==> config.mk <==
export PLATFORM = sky130hd
export DESIGN_NAME = dmem_arbiter
export DESIGN_NICKNAME = d
export VERILOG_FILES = /design/src/rtl/dmem_arbiter.sv
export SDC_FILE = /design/constraint.sdc
export NUM_CORES = 1
export LEC_CHECK = 0
export ABC_CLOCK_PERIOD_IN_PS = 2500
export BUFFER_PORTS_ARGS = -buffer_cell sky130_fd_sc_hd__buf_4
export CORE_AREA = 5 5 112 114
export CTS_CLUSTER_DIAMETER = 80
export DETAILED_ROUTE_END_ITERATION = 8
export DIE_AREA = 0 0 117 119
export PLACE_DENSITY = 0.68
export SETUP_SLACK_MARGIN = 0.05
export SLEW_MARGIN = 20
export SYNTH_ARGS = -nofsm -noshare
export SYNTH_HDL_FRONTEND = slang
export SYNTH_SLANG_ARGS = --single-unit
==> constraint.sdc <==
create_clock -name clk -period 2.5 [get_ports clk]
set_clock_uncertainty 0.05 [all_clocks]
set_input_delay 0.125 -clock clk [delete_from_list [all_inputs] [get_ports clk]]
set_output_delay 0.125 -clock clk [all_outputs]
set_load 0.03 [all_outputs]
==> src/rtl/dmem_arbiter.sv <==
// Purpose: shares one single-cycle data memory between port 0 (fixed priority) and port 1 (starvation-bounded).
// Latency: grant is combinational in the request cycle; ack and read data are registered one cycle later.
// Backpressure: a request without a grant stalls in place; port 1 is forced through after MAXWAIT stalled cycles.
module dmem_arbiter #(
   parameter int unsigned MAXWAIT = 3
) (
   input  logic        clk,
   input  logic        reset,
   input  logic        req0,
   input  logic        req1,
   input  logic        we0,
   input  logic        we1,
   input  logic [31:0] a0,
   input  logic [31:0] a1,
   input  logic [31:0] wd0,
   input  logic [31:0] wd1,
   output logic        gnt0,
   output logic        gnt1,
   output logic        ack0,
   output logic        ack1,
   output logic [31:0] rd0,
   output logic [31:0] rd1,
   output logic        mem_we,
   output logic [31:0] mem_a,
   output logic [31:0] mem_wd,
   input  logic [31:0] mem_rd
);

   localparam logic [3:0] MAXW = 4'(MAXWAIT);

   // Consecutive stalled cycles of the current port-1 request.
   logic [3:0] wcnt;
   logic       force1;

   // Arbitration: port 1 wins when port 0 is idle or when its wait has run out.
   // Grants are suppressed in reset so a request in the reset cycle is dropped.
   always_comb begin
      force1 = req1 & (wcnt == MAXW);
      gnt1   = ~reset & req1 & (~req0 | force1);
      gnt0   = ~reset & req0 & ~gnt1;
   end

   // Memory steering: the granted port drives the memory, port 0 owns the bus when idle.
   always_comb begin
      mem_we = (gnt0 & we0) | (gnt1 & we1);
      mem_a  = gnt1 ? a1  : a0;
      mem_wd = gnt1 ? wd1 : wd0;
   end

   // Wait counter: clears on a port-1 grant or when port 1 drops its request, saturates at MAXWAIT.
   always_ff @(posedge clk) begin
      if (reset || gnt1 || !req1) begin
         wcnt <= 4'd0;
      end else if (wcnt != MAXW) begin
         wcnt <= wcnt + 4'd1;
      end
   end

   // Acknowledge: one pulse the cycle after each granted access.
   always_ff @(posedge clk) begin
      if (reset) begin
         ack0 <= 1'b0;
         ack1 <= 1'b0;
      end else begin
         ack0 <= gnt0;
         ack1 <= gnt1;
      end
   end

   // Read data: captured only for granted reads, otherwise held so a write ack leaves it intact.
   always_ff @(posedge clk) begin
      if (reset) begin
         rd0 <= 32'd0;
         rd1 <= 32'd0;
      end else begin
         if (gnt0 && !we0) rd0 <= mem_rd;
         if (gnt1 && !we1) rd1 <= mem_rd;
      end
   end

endmodule

==> reports/qor.yml <==
run_status:
  status: "complete, no violations"
route:
  viasPerCell: 4.89
  antenna_left: 0
  drc_errors: 0
  dr.pass1.iters: 4
  wl_per_cell_um: 20.6
  drtIter0Drc: 111
  vias: 4051
  drt_wl_total_mm: 17.0
synth:
  synth_edf_count: 0
  syn-num-nets: 515
  async_flop_share: 0
  yosysWarningCount: 0
  avgSynthCellArea_um2: 10.5
  netlist.area_leader.share: 0.384
  yosysUniqueCellTypes: 29
  syn-cell-area_um2: 3650
  synthFlopType: "dfxtp_1"
  synth-seq-cells: 70
  synth_largest_area_cell: "dfxtp_1"
  yosysSeqAreaShare: 0.384
  synth_area_leaders: "dfxtp_1 (38%), mux2_2 (19%), mux2_4 (12%)"
  synth_cells: 348
grt:
  grt_max_degree: 34
  grt_pass1_vias: 4139
  antenna_found_initial: 2
  grt_usage: 0.218
  grt-ovfl-total: 0
  grt_pass1_wl_mm: 23.5
worst_setup_path:
  regToRegSetupSlack_ns: 0.32
  critPathMaxFanout: 9
  arrival_ns: 2.26
  crit_path_end_kind: "primary output"
  startpoint: "wcnt[1]"
  critPathLaunchType: "register"
  ff2ff_path_depth: 5
  worstReg2RegEnd: "rd1[7]"
  worst_r2r_startpoint: "wcnt[1]"
  critPathKind: "reg2out"
  crit_required_ns: 2.33
clocking:
  cts_sinks: 70
  clockRootBuffer: "clkbuf_16"
  worstSkewPairLatency_ns: 0.32
  cts.clk_slew.worst_paths_ns: 0.06
  htree_levels: 3
  cts_tree: "yes"
  clockBufferDepth: 2
  numCtsBuffers: 9
sta:
  slew_viol_final: 0
  tns_ns: 0
  finalHoldViolCount: 0
  slew_headroom: 0.547
  rsz0062_at_grt: "true"
  fmax_mhz: 411
  finalCriticalPeriod_ns: 2.44
  setup_slack_ns: 0.0648
  worst_pin_slew_ns: 0.677
  finalSetupViolations: 0
  timing.final.crit_share: 0.974
final_layout:
  area_growth_syn_to_layout_pct: 93.6
  drive_gt1_frac: 0.636
  num-nets-final: 848
  mostFrequentLayoutCell: "buf_4"
  n_antenna_cell: 0
  fillers: 883
  final_cell_mix: "buf_4 (289), dfxtp_1 (68), mux2_2 (50), mux2_4 (43), nand3_1 (33)"
place:
  port_buffers: 298
  place_congestion: 0.833
  dp_slack_ns: 0.221
  dp_hpwl_mm: 12.1
floorplan:
  coreArea_um2: 11300
  die_h_um: 119
  die_w_um: 117
  ios: 299
  num_rows: 39
  die_area_um2: 13900
  initial_core_util: 0.322
min_path:
  hold_path_class: "in2reg"
  min_from: "req0"
  whs_path_depth: 2
  holdPathEnd: "ack1"
pwr:
  ir_worst_vdd_mv: 0.369
  leakage_nw: 3.50
  power_density_nw_per_um2: 523
job:
  maxCapViolCount: 0
## flip-flops by register name (all words and copies together) (netlist names)
name and cells:
ack0 1, ack1 1, rd0 32, rd1 32
wcnt 4
## routing by layer
| metal | vias to the layer above | share of wire | track usage |
|---|---|---|---|
| met1 | 1925 | 0.36 | 0.236 |
| met5 | - | 0.0020 | 0 |
| met4 | 4 | 0.016 | 0.0452 |
| met3 | 25 | 0.094 | 0.0669 |
| li1 | 1905 | - | - |
| met2 | 192 | 0.53 | 0.411 |
## per-stage QoR
| stage | instance area [um^2] | instances | power, mW | utilization | hold WS, ns |
|---|---|---|---|---|---|
| after floorplan | 3650 | 348 | 1.66 | - | 0.167 |
| after global placement | 6010 | 768 | 2.10 | 0.531 | 0.293 |
| after detailed placement | 6010 | 768 | 2.11 | 0.531 | 0.297 |
| after CTS | 6800 | 819 | 3.67 | 0.601 | 0.0108 |
| after global routing | 7060 | 828 | 3.82 | 0.624 | 0.0218 |
| final | 7060 | 828 | 3.69 | 0.624 | 0.0159 |
## layout make-up
type / instances / area (um^2) / share of cell area
Multi-Input combinational cell: 246 / 2170 / 0.307
Tap cell: 143 / 179 / 0.0253
Inverter: 2 / 7.51 / 0.00106
Clock inverter: 5 / 106 / 0.0151
Timing Repair Buffer: 352 / 2950 / 0.418
Sequential cell: 70 / 1400 / 0.199
Clock buffer: 10 / 239 / 0.0338
## power by group
part           leakage (nW)  switching [mW]  internal, mW  total (mW)
Combinational          2.76           0.496         0.518        1.01
Clock                 0.165           0.491          1.00        1.49
Sequential            0.572          0.0250          1.16        1.19
Total                  3.50            1.01          2.68        3.69
## what timing repair did
action,CTS,global route
gates cloned,3,3
buffers inserted,1,6
pin swaps,2,2
hold endpoints to repair,64,0
resized for setup,6,38
endpoints found under the setup margin,64,64
hold buffers,32,0
## Yosys cell counts (2+ instances only)
cell type / n
nand2b_1: 3
mux2_2: 63
nand3_1: 33
buf_2: 2
nor2b_1: 32
a21oi_1: 2
clkbuf_1: 20
dfxtp_1: 70
mux2_4: 30
o211ai_1: 32
nand2_1: 32
buf_6: 3
and3_1: 2
nor2_1: 3
buf_4: 5
mux2_1: 3
## worst max-delay path: stages, from the launching register on
cell and delay (ns):
dfxtp_2 0.35, ha_4 0.12, or3b_4 0.41, a21oi_4 0.20
buf_12 0.17, buf_16 0.14, mux2_2 0.35, buf_4 0.18
## cell families (layout without fill, tap and decap cells)
logic type	count (synthesis)	count (layout)	synth area share
compound gates	37	37	0.0782
xor+xnor	1	1	0.00240
fa+ha+maj	1	1	0.00343
buf+inv	32	369	0.0449
flops	70	70	0.384
mux	96	96	0.327
simple gates	111	111	0.160
## how the worst max path moves through the flow
stage,end,slack (ns),cells after the start
2_1_floorplan,mem_a[10],0.44,6
3_3_place_gp,mem_a[1],0.29,6
3_5_place_dp,mem_a[1],0.22,6
4_1_cts,mem_a[1],0.002,7
5_1_grt,mem_wd[26],0.01,7
6_report,mem_a[1],0.06,7
Note: power is estimated with default switching activity, not from simulation.
